File: src/rtl/mem_arbiter_if.sv
// Bundle of the two requester ports and the memory-FSM side of the arbiter.
// slave = arbiter view, master = environment (requesters + memory FSM) view.
interface mem_arbiter_if;
  logic        a_req, a_we;
  logic [15:0] a_addr, a_wdata, a_rdata;
  logic        a_ack, a_err;
  logic        b_req, b_we;
  logic [15:0] b_addr, b_wdata, b_rdata;
  logic        b_ack, b_err;
  logic [15:0] mem_addr, mem_wdata, mem_rdata;
  logic        mem_read_en, mem_write_en, mem_done;

  modport slave (
    input  a_req, a_we, a_addr, a_wdata, b_req, b_we, b_addr, b_wdata,
           mem_rdata, mem_done,
    output a_rdata, a_ack, a_err, b_rdata, b_ack, b_err,
           mem_addr, mem_wdata, mem_read_en, mem_write_en
  );

  modport master (
    output a_req, a_we, a_addr, a_wdata, b_req, b_we, b_addr, b_wdata,
           mem_rdata, mem_done,
    input  a_rdata, a_ack, a_err, b_rdata, b_ack, b_err,
           mem_addr, mem_wdata, mem_read_en, mem_write_en
  );
endinterface

File: src/rtl/mem_arbiter.sv
// Round-robin two-port arbiter in front of the BRAM memory FSM: one access
// outstanding, enables held until done, one-cycle ack back, timeout watchdog.
module mem_arbiter #(
  parameter int TIMEOUT = 15,
  parameter int TO_W    = 8
) (
  input  logic          clk,
  input  logic          rst_n,
  mem_arbiter_if.slave  bus
);
  typedef enum logic [1:0] {IDLE, BUSY, ACK} state_t;

  state_t      state_q, state_d;
  logic        last_b_q, last_b_d;
  logic        gnt_b_q, gnt_b_d;
  logic [TO_W-1:0] cnt_q, cnt_d;
  logic [15:0] mem_addr_q, mem_addr_d, mem_wdata_q, mem_wdata_d;
  logic        rd_en_q, rd_en_d, wr_en_q, wr_en_d;
  logic [15:0] a_rdata_q, a_rdata_d, b_rdata_q, b_rdata_d;
  logic        a_ack_q, a_ack_d, a_err_q, a_err_d;
  logic        b_ack_q, b_ack_d, b_err_q, b_err_d;
  logic        pick_b;

  // B wins only if A is absent, or both request and A went last.
  assign pick_b = bus.b_req & (~bus.a_req | ~last_b_q);

  always_comb begin
    state_d     = state_q;
    last_b_d    = last_b_q;
    gnt_b_d     = gnt_b_q;
    cnt_d       = cnt_q;
    mem_addr_d  = mem_addr_q;
    mem_wdata_d = mem_wdata_q;
    rd_en_d     = rd_en_q;
    wr_en_d     = wr_en_q;
    a_rdata_d   = a_rdata_q;
    b_rdata_d   = b_rdata_q;
    a_ack_d     = 1'b0;
    a_err_d     = 1'b0;
    b_ack_d     = 1'b0;
    b_err_d     = 1'b0;
    unique case (state_q)
      IDLE: begin
        if (bus.a_req | bus.b_req) begin
          gnt_b_d     = pick_b;
          last_b_d    = pick_b;
          mem_addr_d  = pick_b ? bus.b_addr  : bus.a_addr;
          mem_wdata_d = pick_b ? bus.b_wdata : bus.a_wdata;
          rd_en_d     = ~(pick_b ? bus.b_we : bus.a_we);
          wr_en_d     =   pick_b ? bus.b_we : bus.a_we;
          cnt_d       = '0;
          state_d     = BUSY;
        end
      end
      BUSY: begin
        cnt_d = cnt_q + TO_W'(1);
        if (bus.mem_done) begin
          rd_en_d = 1'b0;
          wr_en_d = 1'b0;
          state_d = ACK;
          if (gnt_b_q) begin
            b_ack_d = 1'b1;
            if (rd_en_q) b_rdata_d = bus.mem_rdata;
          end else begin
            a_ack_d = 1'b1;
            if (rd_en_q) a_rdata_d = bus.mem_rdata;
          end
        end else if (cnt_q == TO_W'(TIMEOUT - 1)) begin
          rd_en_d = 1'b0;
          wr_en_d = 1'b0;
          state_d = ACK;
          if (gnt_b_q) begin
            b_ack_d = 1'b1; b_err_d = 1'b1; b_rdata_d = '0;
          end else begin
            a_ack_d = 1'b1; a_err_d = 1'b1; a_rdata_d = '0;
          end
        end
      end
      ACK:     state_d = IDLE;
      default: state_d = IDLE;
    endcase
  end

  always_ff @(posedge clk) begin
    if (!rst_n) begin
      state_q     <= IDLE;
      last_b_q    <= 1'b1;
      gnt_b_q     <= 1'b0;
      cnt_q       <= '0;
      mem_addr_q  <= '0;
      mem_wdata_q <= '0;
      rd_en_q     <= 1'b0;
      wr_en_q     <= 1'b0;
      a_rdata_q   <= '0;
      b_rdata_q   <= '0;
      a_ack_q     <= 1'b0;
      a_err_q     <= 1'b0;
      b_ack_q     <= 1'b0;
      b_err_q     <= 1'b0;
    end else begin
      state_q     <= state_d;
      last_b_q    <= last_b_d;
      gnt_b_q     <= gnt_b_d;
      cnt_q       <= cnt_d;
      mem_addr_q  <= mem_addr_d;
      mem_wdata_q <= mem_wdata_d;
      rd_en_q     <= rd_en_d;
      wr_en_q     <= wr_en_d;
      a_rdata_q   <= a_rdata_d;
      b_rdata_q   <= b_rdata_d;
      a_ack_q     <= a_ack_d;
      a_err_q     <= a_err_d;
      b_ack_q     <= b_ack_d;
      b_err_q     <= b_err_d;
    end
  end

  assign bus.mem_addr     = mem_addr_q;
  assign bus.mem_wdata    = mem_wdata_q;
  assign bus.mem_read_en  = rd_en_q;
  assign bus.mem_write_en = wr_en_q;
  assign bus.a_rdata      = a_rdata_q;
  assign bus.a_ack        = a_ack_q;
  assign bus.a_err        = a_err_q;
  assign bus.b_rdata      = b_rdata_q;
  assign bus.b_ack        = b_ack_q;
  assign bus.b_err        = b_err_q;
endmodule

File: src/flat_wrapper.sv
// flat-port wrapper written by rule: the top's interface ports become plain ports
module mem_arbiter_flat 
#(
  parameter int TIMEOUT = 15,
  parameter int TO_W    = 8
)
  (clk, rst_n, bus_a_req, bus_a_we, bus_a_addr, bus_a_wdata, bus_b_req, bus_b_we, bus_b_addr, bus_b_wdata, bus_mem_rdata, bus_mem_done, bus_a_rdata, bus_a_ack, bus_a_err, bus_b_rdata, bus_b_ack, bus_b_err, bus_mem_addr, bus_mem_wdata, bus_mem_read_en, bus_mem_write_en);
  mem_arbiter_if bus_i ();
  input  logic clk;
  input  logic rst_n;
  input wire logic [$bits(bus_i.a_req)-1:0] bus_a_req;
  input wire logic [$bits(bus_i.a_we)-1:0] bus_a_we;
  input wire logic [$bits(bus_i.a_addr)-1:0] bus_a_addr;
  input wire logic [$bits(bus_i.a_wdata)-1:0] bus_a_wdata;
  input wire logic [$bits(bus_i.b_req)-1:0] bus_b_req;
  input wire logic [$bits(bus_i.b_we)-1:0] bus_b_we;
  input wire logic [$bits(bus_i.b_addr)-1:0] bus_b_addr;
  input wire logic [$bits(bus_i.b_wdata)-1:0] bus_b_wdata;
  input wire logic [$bits(bus_i.mem_rdata)-1:0] bus_mem_rdata;
  input wire logic [$bits(bus_i.mem_done)-1:0] bus_mem_done;
  output wire logic [$bits(bus_i.a_rdata)-1:0] bus_a_rdata;
  output wire logic [$bits(bus_i.a_ack)-1:0] bus_a_ack;
  output wire logic [$bits(bus_i.a_err)-1:0] bus_a_err;
  output wire logic [$bits(bus_i.b_rdata)-1:0] bus_b_rdata;
  output wire logic [$bits(bus_i.b_ack)-1:0] bus_b_ack;
  output wire logic [$bits(bus_i.b_err)-1:0] bus_b_err;
  output wire logic [$bits(bus_i.mem_addr)-1:0] bus_mem_addr;
  output wire logic [$bits(bus_i.mem_wdata)-1:0] bus_mem_wdata;
  output wire logic [$bits(bus_i.mem_read_en)-1:0] bus_mem_read_en;
  output wire logic [$bits(bus_i.mem_write_en)-1:0] bus_mem_write_en;
  assign bus_i.a_req = bus_a_req;
  assign bus_i.a_we = bus_a_we;
  assign bus_i.a_addr = bus_a_addr;
  assign bus_i.a_wdata = bus_a_wdata;
  assign bus_i.b_req = bus_b_req;
  assign bus_i.b_we = bus_b_we;
  assign bus_i.b_addr = bus_b_addr;
  assign bus_i.b_wdata = bus_b_wdata;
  assign bus_i.mem_rdata = bus_mem_rdata;
  assign bus_i.mem_done = bus_mem_done;
  assign bus_a_rdata = bus_i.a_rdata;
  assign bus_a_ack = bus_i.a_ack;
  assign bus_a_err = bus_i.a_err;
  assign bus_b_rdata = bus_i.b_rdata;
  assign bus_b_ack = bus_i.b_ack;
  assign bus_b_err = bus_i.b_err;
  assign bus_mem_addr = bus_i.mem_addr;
  assign bus_mem_wdata = bus_i.mem_wdata;
  assign bus_mem_read_en = bus_i.mem_read_en;
  assign bus_mem_write_en = bus_i.mem_write_en;
  mem_arbiter #(.TIMEOUT(TIMEOUT), .TO_W(TO_W)) u_core (.clk(clk), .rst_n(rst_n), .bus(bus_i));
endmodule
File: config.mk
export PLATFORM = sky130hd
export DESIGN_NAME = mem_arbiter_flat
export DESIGN_NICKNAME = d
export VERILOG_FILES = /design/src/rtl/mem_arbiter_if.sv /design/src/rtl/mem_arbiter.sv /design/src/flat_wrapper.sv
export SDC_FILE = /design/constraint.sdc
export NUM_CORES = 1
export LEC_CHECK = 0
export CORE_MARGIN = 2
export CORE_UTILIZATION = 42
export CTS_CLUSTER_DIAMETER = 60
export CTS_CLUSTER_SIZE = 25
export DETAILED_ROUTE_END_ITERATION = 6
export GPL_ROUTABILITY_DRIVEN = 0
export HOLD_SLACK_MARGIN = 0.12
export PLACE_DENSITY_LB_ADDON = 0.3
export RECOVER_POWER = 25
export SLEW_MARGIN = 5
export SYNTH_ARGS = -nofsm -noshare
export SYNTH_HDL_FRONTEND = slang
export SYNTH_SLANG_ARGS = --single-unit
File: constraint.sdc
create_clock -name clk -period 1.7 [get_ports clk]
set_input_delay 0.425 -clock clk [delete_from_list [all_inputs] [get_ports clk]]
set_output_delay 0.425 -clock clk [all_outputs]
set_load 0.02 [all_outputs]
Word level (Yosys, flattened, before mapping). Cells that the tools add are included.

Flip-flop bits (word level): 82. Bits of input ports: 87. Output and inout bits: 70. Logic and storage cells: 70.

Add/subtract/negate cells: 1. Eq/ne operators: 5. Multiplexer cells: 30. Bitwise logic cells: 9. Reduce and logical (&&, ||, !) cells: 11.

Operators by type and width (number): 16-bit two-way mux (11); 8-bit case mux with 2 select lines (1); 1-bit two-way mux (11); 8-bit by 1-bit adder with 8-bit output, second input constant (1); 8-bit by 4-bit equality test with 1-bit output, second input constant (1); 8-bit two-way mux (1); 2-bit AND reduction (4); 4-bit AND reduction (2); 2-bit two-way mux (3); 1-bit NOT (6); 2-bit by 1-bit inequality test with 1-bit output, second input constant (2); 1-bit case mux with 2 select lines (2); 2-bit case mux with 2 select lines (1); 2-bit nonzero test (2); 3-bit by 2-bit inequality test with 1-bit output, second input constant (1); 3-bit AND reduction (1); 3-bit OR reduction (1); 2-bit by 1-bit equality test with 1-bit output, second input constant (1); 2-bit zero test (1); 1-bit bitwise OR (2); 1-bit bitwise AND (1).

Longest topological paths before layout.
Depth after elaboration: 7. Gate-level depth with buffers: 7. Depth with buffers taken out: 6.

Least setup slack after synthesis. Ideal clock, no wire load.

Path type: register to register. Start: register u_core.cnt_q[0]. End: register u_core.b_rdata_q[10], in the netlist u_core.bus.b_rdata[10]. Library setup time: 67 ps. Arrival: 1508 ps. Required time: 1633 ps. Slack: 125 ps. Stages on the path, launching flop included: 8. Path buffers: 1. Clock period less this slack: 1575 ps. Cell sequence: dfxtp_1 -> inv_1 -> ha_1 -> nor2b_1 -> a41oi_1 -> and2b_4 -> buf_6 -> o21ai_2.

Word-level cells in the longest chain between the ends: 3.

RTL lines: start, declared (line mem_arbiter.sv:16) `logic [TO_W-1:0] cnt_q, cnt_d;`; start signal, assigned (line mem_arbiter.sv:104) `cnt_q <= cnt_d;`; 8-bit by 4-bit equality test with 1-bit output (line mem_arbiter.sv:68) `end else if (cnt_q == TO_W'(TIMEOUT - 1)) begin`; 2-bit nonzero test (no line); 4-bit AND reduction (no line); end signal, assigned (line mem_arbiter.sv:110) `b_rdata_q <= b_rdata_d;`; end, declared (line mem_arbiter.sv:19) `logic [15:0] a_rdata_q, a_rdata_d, b_rdata_q, b_rdata_d;`.

No other way between the ends. A chain may end at the register's enable or synchronous reset.

Final worst setup path.
Start: register u_core.cnt_q[0]. End: register u_core.b_rdata_q[12], in the netlist u_core.bus.b_rdata[12].

Same word-level chain as after synthesis.

==> results.md <==
- The overall routed net length is around 9700 µm.
- Pin placement for this block handled 157 I/O pins.
- Max-cap violations in this run came to 0.
- Synthesis handed over a netlist of 387 instances.
- The residual overflow from global routing is 0.
- The required time at the endpoint of the critical path is 1.95 ns.
- The count of buffers from port buffering is 156.
- The area used by multi-input combinational logic is between 1500 and 2000 µm².
- The clock root buffer master is sky130_fd_sc_hd__clkbuf_8.
- The final period demand of the worst path is around 1.7 ns.
- The type of element launching the critical path is a flop.
- The path category of the worst min-delay check is input port to flop.
- The first routing iteration left 125 violations.
- The final hold slack is ~0.42 ns.
- For this run, design rule violations remaining after detail routing come to 0.
- The number of cells in the finished layout apart from fillers is 662.
- The arrival time of data at the critical path endpoint is between 1.5 and 2 ns.
- The first TritonRoute pass finished after 4 iterations.
- The most used flip-flop cell after synthesis is sky130_fd_sc_hd__dfxtp_1.
- The global-route wire length before repair is 16000 µm.
- The startpoint identified for the worst hold timing path is rst_n.
- Of all nets on the critical path, the largest fanout is 15.
- The worst-case IR drop observed on VDD is around 0.42 mV.
- TritonCTS built the clock tree.
- The number of setup violations in the final report is 0.
- The detailed-route wire length per cell is 14.6 µm.
- The post-synthesis to final-layout area growth is 51.1%.
- In this run the critical register-to-register path is launched from u_core.cnt_q[0]$_SDFFE_PN0P_.
- The fraction of final layout cells sized beyond drive strength 1 is 0.130.
- The number of max-slew violations in the final report is 0.
- The net count of the finished layout is 638.
- Dividing the final minimum period by the clock period gives 0.992.
- The worst-skew pair later-pin latency is approximately 0.35 ns.
- The leakage component of the power is 2.64 nW.
- Yosys printed 0 warnings.
- The setup slack after placement is -0.309 ns.
- The number of buffers added by the clock tree synthesis step is 9.
- Fill cells in the final layout number 743.
- The number of enable flip-flop cells after synthesis is 0.
- The number of antenna diodes in the final layout is 0.
- For the final routed database, the setup TNS stands at 0 ns.
- Of all flip-flops after synthesis, the portion carrying an async set or reset was 0.
- The via count of the first global-routing pass came to 3468.
- The class of the most critical setup path is flop to flop.
- In this run the mean area of a mapped cell was 9.45 µm².
- The maximum clock frequency is about 0.59 GHz.
- For this block, the via count after detailed routing is 3437.
- In this run the worst setup path begins at u_core.cnt_q[0]$_SDFFE_PN0P_.
- Clock-pin slew was measured on the worst setup and hold paths at 0.09 ns.
- The die covers 9470 µm².
- The maximum buffer depth of the clock tree is 2.
- The pin count of the biggest net entering global routing is 49.
- The detailed-route vias per instance is 5.19.
- The area taken by flip-flops and latches is 1640 µm².
- Counting flops and latches in the post-synthesis netlist gives 82.
- The number of sinks handled by clock tree synthesis is between 80 and 90.
- Including well taps, the total number of placed cells is 637.
- The floorplan core area is 8590 µm².
- The number of distinct library cells after synthesis is 40.
- The horizontal die dimension is 97.3 µm.
- After layout, the worst setup slack is 0.0140 ns.
- On the final layout, the worst clock skew is 0.00856 ns.
- The chip height is 97.3 µm.
- The headroom to the max-slew limit is 0.533.
- For this run, the total global-route usage over all layers was measured as 0.204.
- The remaining antenna violation count is 0.
- For the pin with the worst max-slew slack, the measured transition is 0.699 ns.
- The number of hold violations in the final report is 0.
- The H-tree was split into 3 levels.
- The half-perimeter wire length after placement is 7080 µm.
- Power spread over the standard cell area amounts to 811 nW/µm².
- The worst setup path is captured at a flop.
- The proportion of synthesized chip area in sequential cells is 0.449.
- The summed instance area of the synthesized netlist is around 3700 µm².
- The flow ran to the end, and the final reports show no timing, DRC or antenna violations.
- Counting every net in the synthesized netlist gives 476.
- The initial antenna violation count is 0.
- The initial utilization of the core area, before any placement, comes to 0.426.
- The floorplan has 34 rows.
-- per-stage QoR --
stage | area, µm² | power, mW | utilization
finish | 5530 | 4.48 | 0.643
CTS | 5480 | 4.54 | 0.637
global route | 5530 | 4.72 | 0.643
floorplan | 3660 | 2.65 | -
global placement | 5360 | 3.15 | 0.624
detailed placement | 5360 | 3.17 | 0.624
-- flip-flops by register name, summed over array words and instances (netlist names) --
name                     flops
u_core.bus.a_err             1
u_core.gnt_b_q               1
u_core.bus.a_ack             1
u_core.bus.a_rdata          16
u_core.bus.b_ack             1
u_core.bus.b_rdata          16
u_core.cnt_q                 8
u_core.state_q               2
u_core.bus.mem_addr         16
u_core.bus.mem_write_en      1
u_core.last_b_q              1
u_core.bus.mem_wdata        16
u_core.bus.mem_read_en       1
u_core.bus.b_err             1
-- report_power, final --
part | switching, mW | total, mW | internal, mW
Clock | 0.742 | 1.43 | 0.692
Sequential | 0.0616 | 2.09 | 2.03
Combinational | 0.472 | 0.956 | 0.484
-- cells by family (layout without fill, tap and decap cells) --
| logic type | after synthesis | count (layout) | share of synthesized area |
|---|---|---|---|
| compound gates | 88 | 88 | 0.193 |
| xor+xnor | 1 | 1 | 0.00240 |
| fa+ha+maj | 2 | 2 | 0.00684 |
| buf+inv | 34 | 201 | 0.0588 |
| flops | 82 | 82 | 0.449 |
| mux | 36 | 36 | 0.0985 |
| simple gates | 144 | 144 | 0.191 |
-- synth_stat cells, types with 3 or more instances --
master,n,share of area
sky130_fd_sc_hd__o21ai_0,21,0.029
sky130_fd_sc_hd__a21boi_0,3,0.0062
sky130_fd_sc_hd__nand3_1,35,0.048
sky130_fd_sc_hd__buf_6,10,0.031
sky130_fd_sc_hd__a31oi_1,3,0.0051
sky130_fd_sc_hd__nor2_1,7,0.0072
sky130_fd_sc_hd__inv_1,3,0.0031
sky130_fd_sc_hd__dfxtp_1,82,0.45
sky130_fd_sc_hd__nand2_1,72,0.074
sky130_fd_sc_hd__o211a_1,32,0.088
sky130_fd_sc_hd__and2_1,7,0.012
sky130_fd_sc_hd__and3_1,3,0.0051
sky130_fd_sc_hd__clkbuf_1,10,0.010
sky130_fd_sc_hd__mux2i_1,36,0.099
sky130_fd_sc_hd__o21ai_2,20,0.048
sky130_fd_sc_hd__buf_2,10,0.014
-- worst paths after layout --
check,slack (ns),cells after the start,endpoint
worst max-delay path,0.01,7,u_core.bus.b_rdata[12]$_SDFFE_PN0P_
worst min-delay path,0.42,3,u_core.bus.a_err$_SDFF_PP0_
worst max register to register,0.01,7,u_core.bus.b_rdata[12]$_SDFFE_PN0P_
worst min register to register,0.46,2,u_core.bus.a_rdata[6]$_SDFFE_PN0P_
-- cells in the final DEF, fill, tap and decap left out, types with 3 or more instances in the layout --
cell                              count
sky130_fd_sc_hd__buf_12               6
sky130_fd_sc_hd__a31oi_1              3
sky130_fd_sc_hd__and2_1               6
sky130_fd_sc_hd__nand3_1             35
sky130_fd_sc_hd__inv_6                3
sky130_fd_sc_hd__o21ai_2             20
sky130_fd_sc_hd__dlygate4sd2_1       67
sky130_fd_sc_hd__o211a_1             32
sky130_fd_sc_hd__nor2_1               6
sky130_fd_sc_hd__o21ai_0             21
sky130_fd_sc_hd__clkdlybuf4s50_1     85
sky130_fd_sc_hd__mux2i_1             36
sky130_fd_sc_hd__clkbuf_8             9
sky130_fd_sc_hd__dfxtp_1             82
sky130_fd_sc_hd__clkbuf_1             5
sky130_fd_sc_hd__nand2_1             72
sky130_fd_sc_hd__inv_1                3
sky130_fd_sc_hd__buf_4               18
sky130_fd_sc_hd__and3_1               3
-- metal layers --
metal	vias to the layer above	track usage	routed length, µm
met5	-	0	0
met4	0	0.0694	153
met3	15	0.0806	924
met2	130	0.345	4630
met1	1604	0.236	3950
li1	1688	-	-
-- worst max-delay path, cell delays in order, from the launching register on --
cell and delay, ns:
sky130_fd_sc_hd__dfxtp_1 0.32, sky130_fd_sc_hd__inv_1 0.06, sky130_fd_sc_hd__ha_1 0.20, sky130_fd_sc_hd__nor2b_1 0.25, sky130_fd_sc_hd__a41oi_2 0.18, sky130_fd_sc_hd__and2b_4 0.38
sky130_fd_sc_hd__buf_4 0.16, sky130_fd_sc_hd__o21ai_2 0.05
-- cell type report --
type / count / share of cell area
clock inverters: 7 / 0.0138
repair buffers: 182 / 0.311
flip-flops and latches: 82 / 0.297
clock buffers: 9 / 0.0224
multi-input cells: 271 / 0.330
inverters: 3 / 0.00204
well taps: 108 / 0.0245
-- timing repair --
| item | 4_1_cts | 5_1_grt |
|---|---|---|
| cloned | 0 | 0 |
| setup endpoints to repair | 81 | 9 |
| endpoints found under the hold margin | 0 | 0 |
| pin swaps | 0 | 0 |
| resized for setup | 68 | 4 |
| hold buffers | 0 | 0 |
| setup buffers | 0 | 9 |
No activity file was read; power rests on OpenSTA's default activity.
